--- src/rtl/trdb_itype_classifier.sv ---
// rtl/trdb_itype_classifier.sv - registered stream classifier for retired instruction types
//
// Holds the most recent retired instruction pending until its successor
// retires (or a flush ends the stream), then emits a registered
// classification of the pending instruction.
//
// Optional feature macro: TRDB_COMPRESSED_JUMP_EN (C.JR / C.JALR count as JALR).
//
// Ports:
//   clk_i, rst_i           clock, synchronous active-high reset
//   valid_i                one instruction retires this cycle
//   inst_data_i[31:0]      instruction word (compressed in [15:0])
//   compressed_i           instruction is 16-bit
//   iaddr_i[XLEN-1:0]      instruction address
//   exception_i            instruction excepted
//   flush_i                end-of-stream request for the pending instruction
//   valid_o                one-cycle classification pulse
//   iaddr_o[XLEN-1:0]      address of the classified instruction
//   branch_o               conditional branch
//   branch_taken_o         branch taken (0 when not a branch or flushed)
//   updiscon_o             uninferable discontinuity (JALR or exception)
//   exception_o            classified instruction excepted
//   last_o                 emitted without a successor

module trdb_itype_classifier #(
  parameter int XLEN = 32
) (
  input  logic            clk_i,
  input  logic            rst_i,
  input  logic            valid_i,
  input  logic [31:0]     inst_data_i,
  input  logic            compressed_i,
  input  logic [XLEN-1:0] iaddr_i,
  input  logic            exception_i,
  input  logic            flush_i,
  output logic            valid_o,
  output logic [XLEN-1:0] iaddr_o,
  output logic            branch_o,
  output logic            branch_taken_o,
  output logic            updiscon_o,
  output logic            exception_o,
  output logic            last_o
);

  typedef enum logic [1:0] {
    ST_EMPTY = 2'd0,
    ST_PEND  = 2'd1,
    ST_DRAIN = 2'd2
  } state_t;

  localparam logic [XLEN-1:0] INC_C = XLEN'(2);
  localparam logic [XLEN-1:0] INC_I = XLEN'(4);

  state_t state_q, state_d;

  // Pending slot. Only the low half of the word takes part in any decode.
  logic [15:0]     p_inst_q;
  logic            p_comp_q;
  logic [XLEN-1:0] p_addr_q;
  logic            p_exc_q;

  logic unused_inst_hi;
  assign unused_inst_hi = ^inst_data_i[31:16];

  logic            emit;
  logic            has_succ;
  logic            capture;
  logic            dec_branch;
  logic            dec_jalr;
  logic            dec_cjump;
  logic [XLEN-1:0] seq_addr;

  always_comb begin
    dec_branch = 1'b0;
    dec_jalr   = 1'b0;
    if (p_comp_q) begin
      dec_branch = (p_inst_q[1:0] == 2'b01) && (p_inst_q[15:14] == 2'b11);
    end else begin
      dec_branch = (p_inst_q[6:0] == 7'b1100011);
      dec_jalr   = (p_inst_q[6:0] == 7'b1100111) && (p_inst_q[14:12] == 3'b000);
    end
  end

`ifdef TRDB_COMPRESSED_JUMP_EN
  // inst[15:13]=100 covers both C.JR (bit12=0) and C.JALR (bit12=1).
  assign dec_cjump = p_comp_q &&
                     (p_inst_q[15:13] == 3'b100) &&
                     (p_inst_q[11:7] != 5'd0) &&
                     (p_inst_q[6:2] == 5'd0) &&
                     (p_inst_q[1:0] == 2'b10);
`else
  assign dec_cjump = 1'b0;
`endif

  // Wraps naturally at 2^XLEN.
  assign seq_addr = p_addr_q + (p_comp_q ? INC_C : INC_I);

  always_comb begin
    state_d  = state_q;
    emit     = 1'b0;
    has_succ = 1'b0;
    capture  = 1'b0;
    case (state_q)
      ST_EMPTY: begin
        if (valid_i) begin
          capture = 1'b1;
          state_d = flush_i ? ST_DRAIN : ST_PEND;
        end
      end
      ST_PEND: begin
        if (valid_i) begin
          emit     = 1'b1;
          has_succ = 1'b1;
          capture  = 1'b1;
          state_d  = flush_i ? ST_DRAIN : ST_PEND;
        end else if (flush_i) begin
          emit    = 1'b1;
          state_d = ST_EMPTY;
        end
      end
      ST_DRAIN: begin
        // The pending instruction was flushed when captured; a new input
        // here starts a fresh stream and is not its successor.
        emit = 1'b1;
        if (valid_i) begin
          capture = 1'b1;
          state_d = flush_i ? ST_DRAIN : ST_PEND;
        end else begin
          state_d = ST_EMPTY;
        end
      end
      default: state_d = ST_EMPTY;
    endcase
  end

  always_ff @(posedge clk_i) begin
    if (rst_i) begin
      state_q        <= ST_EMPTY;
      p_inst_q       <= '0;
      p_comp_q       <= 1'b0;
      p_addr_q       <= '0;
      p_exc_q        <= 1'b0;
      valid_o        <= 1'b0;
      iaddr_o        <= '0;
      branch_o       <= 1'b0;
      branch_taken_o <= 1'b0;
      updiscon_o     <= 1'b0;
      exception_o    <= 1'b0;
      last_o         <= 1'b0;
    end else begin
      state_q <= state_d;
      valid_o <= emit;
      if (emit) begin
        iaddr_o        <= p_addr_q;
        branch_o       <= dec_branch;
        branch_taken_o <= has_succ && dec_branch && (seq_addr != iaddr_i);
        updiscon_o     <= dec_jalr || dec_cjump || p_exc_q;
        exception_o    <= p_exc_q;
        last_o         <= !has_succ;
      end
      if (capture) begin
        p_inst_q <= inst_data_i[15:0];
        p_comp_q <= compressed_i;
        p_addr_q <= iaddr_i;
        p_exc_q  <= exception_i;
      end
    end
  end

endmodule

--- config.mk ---
export PLATFORM = sky130hd
export DESIGN_NAME = trdb_itype_classifier
export DESIGN_NICKNAME = d
export VERILOG_FILES = /design/src/rtl/trdb_itype_classifier.sv
export SDC_FILE = /design/constraint.sdc
export NUM_CORES = 1
export LEC_CHECK = 0
export CAP_MARGIN = 15
export CORE_AREA = 8 8 93 116
export DETAILED_ROUTE_END_ITERATION = 6
export DIE_AREA = 0 0 101 124
export GPL_TIMING_DRIVEN = 1
export PLACE_DENSITY = 0.8
export SYNTH_ARGS = -nofsm -noshare
export SYNTH_HDL_FRONTEND = slang
export SYNTH_SLANG_ARGS = --single-unit
export TNS_END_PERCENT = 50
--- constraint.sdc ---
create_clock -name clk_i -period 3.6 [get_ports clk_i]
set_input_delay 0.36 -clock clk_i [delete_from_list [all_inputs] [get_ports clk_i]]
set_output_delay 0.36 -clock clk_i [all_outputs]
set_load 0.02 [all_outputs]
# Word level (Yosys, flattened, before mapping)
# Index checks and enable logic that the tools add are counted.
[word_totals]
reg_bits = 90
in_bits = 70
out_inout_bits = 38
word_cells = 47
[op_classes]
n_addsub = 1
eq_ne = 9
mux = 15
n_reduce_logical = 10
[op_table]
columns = ["operator", "count"]
rows = [
  ["adder 32 x 3 -> 32 bit", 1],
  ["!= test 32 bit", 1],
  ["equality test 7 bit, second input constant", 2],
  ["2-to-1 mux 2 bit", 5],
  ["2-to-1 mux 1 bit", 7],
  ["case mux 2 bit (3 select lines)", 1],
  ["equality test 2 x 1 -> 1 bit, second input constant", 2],
  ["equality test 2 bit, second input constant", 2],
  ["logical AND 1 bit", 4],
  ["logical NOT 3 bit", 1],
  ["2-to-1 mux 3 bit", 1],
  ["!= test 3 bit, second input constant", 1],
  ["OR reduction 3 bit", 1],
  ["logical NOT 2 bit", 1],
  ["!= test 2 bit, second input constant", 1],
  ["case mux 1 bit (2 select lines)", 1],
  ["AND reduction 2 bit", 1],
  ["logical NOT 1 bit", 1],
  ["logical OR 1 bit", 1],
]

# Logic depth before layout (Yosys ltp)
[logic_depth]
depth_word = 5
mapped_depth = 12
ltp_nobuf = 10

# Worst setup path before layout
# No wires, ideal clock.
[synth_path]
path_type = "reg-to-reg"
start = "register p_comp_q"
end = "register branch_taken_o"
setup_time_ps = 120
arrival_ps = 2571
required_ps = 3480
setup_slack_ps = 909
path_stages_with_launch = 13
n_path_buf = 2
period_less_slack_ps = 2691
path_cell_list = "dfxtp_1 ha_1 inv_1 fa_1 buf_2 and4b_2 clkbuf_8 nand4_1 nor3b_1 o2111ai_1 nor4_1 nand4_1 o31a_1"
[synth_via]
elab_chain_cells = 4
word_cells_on_any_way = 6
cone_classes = "add/sub (1); eq/ne (1); mux (2); reduce/logical (2)"
[synth_rtl]
columns = ["item", "line", "rtl"]
rows = [
  ["start, declared", "58", "logic p_comp_q;"],
  ["start signal, assigned", "163", "p_comp_q <= compressed_i;"],
  ["2-to-1 mux 3 bit", "96", "assign seq_addr = p_addr_q + (p_comp_q ? INC_C : INC_I);"],
  ["adder 32 x 3 -> 32 bit", "96", ""],
  ["!= test 32 bit", "156", "branch_taken_o <= has_succ && dec_branch && (seq_addr != iaddr_i);"],
  ["logical AND 1 bit (*)", "156", ""],
  ["end signal, assigned", "156", ""],
  ["end, declared", "39", "output logic branch_taken_o,"],
]
# Every way passes the cells marked *; elsewhere a longest branch is shown, timed or not.
# A chain may end at the register's enable or synchronous reset.

# Final worst setup path
# Same ends and word-level chain as after synthesis.

==> out/metrics.yaml <==
routed_wl_mm: 11.3
synth_commonest_cells: "nand2_1 (171), a21oi_1 (86), dfxtp_1 (85)"
clk_path_buf_depth: 2
synth_edf_count: 0
switchingPower_uw: 553
power_frac_comb: 0.131
grt_usage: 0.184
grt_setup_unrepaired: "no"
grt_pass1_vias: 3859
ir_drop_mv: 0.249
final_util: 0.602
nNetsFinal: 696
netlist_instances: 558
maxCapViolations: 0
syn_area_um2: 4260
fin_setup_tns_ns: 0
clock-sinks: 85
finalPower_mw: 2.17
reg2reg_depth: 10
critPathRequiredTime_ns: 3.83
p_leak_nw: 1.88
cts_tree: "yes"
powerDensity_nw_per_um2: 402
hold_buffers: 0
switching_share: 0.255
num_vias: 4003
die_h_um: 124
drtIter0Drc: 199
yosysSeqAreaShare: 0.399
placed_cells: 731
start_util: 0.475
n_antenna_cell: 0
tightestPinTransition_ns: 0.811
hold_path.class: "reg2reg"
fin_crit_sh: 0.868
arrival_ns: 3.35
synth_area_leaders: "dfxtp_1 (40%), nand2_1 (15%), a21oi_1 (10%)"
power.share.sequential: 0.470
synth_top_area_share: 0.399
routabilityCongestion: 0.903
fin_skew_ns: 0.00620
crit_chain: "ha_1, inv_1, fa_1, and4b_2, nand4_1, nor3b_1, o2111ai_1, nor4_1, nand4_1, o31a_1"
cts_max_level: 3
die_x_um: 101
synth_warnings: 0
reg2reg_slack_ns: 0.48
yosys.area.top_type: "dfxtp_1"
antenna_found_initial: 0
cts_buffers: 9
ys_types: 56
synth_nets: 635
root_buffer: "clkbuf_16"
final.min_clock_period_ns: 3.12
fin_ws_ns: 0.475
synthMostInstantiatedCell: "nand2_1"
cts_setup_buffers: 0
clk_pin_slew_ns: 0.06
via_per_inst: 5.36
min_path_cells: 2
grt_max_degree: 51
critical_path_class: "reg2reg"
io_pins: 108
grt_pass1_wl_mm: 18.2
relSlewSlack: 0.457
crit_slowest_cell: "fa_1"
grt_overflow_total: 0
firstDrtPassIters: 4
wl_per_cell_um: 15.2
hold_start: "iaddr_o[0]$_SDFFE_PP0P_"
clk_latency_ns: 0.34
die-area_um2: 12500
dpl_worst_slack_ns: 0.532
critPathMaxStageDelay_ns: 0.50
core_um2: 8980
power_frac_clock: 0.399
synth-async-reset-ratio: 0
area_delta_synth_final_pct: 26.7
hold_violations: 0
setup_viol: 0
fmax_mhz: 320
hold_end: "iaddr_o[0]$_SDFFE_PP0P_"
drive_gt1_frac: 0.0481
cts_resized: 0
yosys_register_bits: 85
ant_nets: 0
cp-start-kind: "flip-flop"
rows: 39
dp_hpwl_mm: 8.25
syn_avg_cell_area_um2: 7.64
run_status: "completed"
port-buffer-count: 86
crit_fanout: 9
slew_viol_final: 0
regToRegEndpoint: "branch_taken_o$_SDFFE_PP0P_"
final-instance-count-excl-fill: 747
internal_power_mw: 1.62
drc: 0
synth_ff_type: "dfxtp_1"
setup.worst_path.end_class: "flip-flop"
crit_top_cell: "nand4_1"
r2r-start: "p_comp_q$_SDFFE_PP0P_"
-- placed cells by master, fill, tap and decap left out, types with 9 or more instances in the layout --
cell	instances
nand3_1	12
xor2_1	17
xnor2_1	25
dfxtp_1	85
clkbuf_16	9
a21oi_1	86
clkdlybuf4s50_1	85
nand4_1	16
nand2_1	171
nor2_1	17
-- stage by stage --
step	hold WS, ns	instance area (um^2)
floorplan	0.431	4260
global placement	0.443	5120
detailed placement	0.449	5120
CTS	0.458	5400
global route	0.471	5400
finish	0.455	5400
-- flip-flops by register name, indices dropped and copies added, names as in the netlist --
name,cells
branch_o,1
branch_taken_o,1
exception_o,1
iaddr_o,32
last_o,1
p_addr_q,32
p_comp_q,1
p_exc_q,1
p_inst_q,11
state_q,2
updiscon_o,1
valid_o,1
-- area by class of cell --
cell class	instances	area (um^2)
Sequential cell	85	1700
Tap cell	123	154
Inverter	8	30.0
Clock inverter	3	20.0
Fill cell	830	3580
Clock buffer	13	260
Multi-Input combinational cell	424	2330
Timing Repair Buffer	91	906
-- how the worst max path moves through the flow --
stage,start,endpoint,slack [ns],cells past startpoint
2_1_floorplan,p_comp_q$_SDFFE_PP0P_,branch_taken_o$_SDFFE_PP0P_,0.91,12
3_3_place_gp,p_comp_q$_SDFFE_PP0P_,branch_taken_o$_SDFFE_PP0P_,0.61,10
3_5_place_dp,p_comp_q$_SDFFE_PP0P_,branch_taken_o$_SDFFE_PP0P_,0.53,10
4_1_cts,p_comp_q$_SDFFE_PP0P_,branch_taken_o$_SDFFE_PP0P_,0.50,10
5_1_grt,p_comp_q$_SDFFE_PP0P_,branch_taken_o$_SDFFE_PP0P_,0.23,10
6_report,p_comp_q$_SDFFE_PP0P_,branch_taken_o$_SDFFE_PP0P_,0.48,10
-- power groups by stage --
stage          combinational, mW  clock, mW  sequential, mW
6_report                   0.285      0.865            1.02
4_1_cts                    0.286      0.882            1.02
3_3_place_gp               0.278          0            1.04
2_1_floorplan              0.176          0            1.03
5_1_grt                    0.313      0.925            1.03
3_5_place_dp               0.283          0            1.04
-- cells by family after synthesis --
family / share of synthesized area
adder cells (fa/ha/maj): 0.0223
flip-flops: 0.399
buffers and inverters: 0.0560
XOR/XNOR: 0.0863
AO/OA/AOI/OAI: 0.158
AND/OR/NAND/NOR: 0.268
multiplexers: 0.00998
-- worst max-delay path, delay by kind of cell (launching register included) --
kind | cells | cell delay, ns
compound gates | 2 | 0.39
fa+ha+maj | 2 | 0.74
buf+inv | 1 | 0.06
flops | 1 | 0.43
simple gates | 5 | 1.40
-- layer usage --
layer  vias up  wire length (um)  GRT usage
li1       2017                 -          -
met1      1852              4620      0.209
met2       114              5730      0.323
met3        20               710     0.0319
met4         0               271     0.0971
met5         -                 0          0
Note: power is estimated with default switching activity, not from simulation.
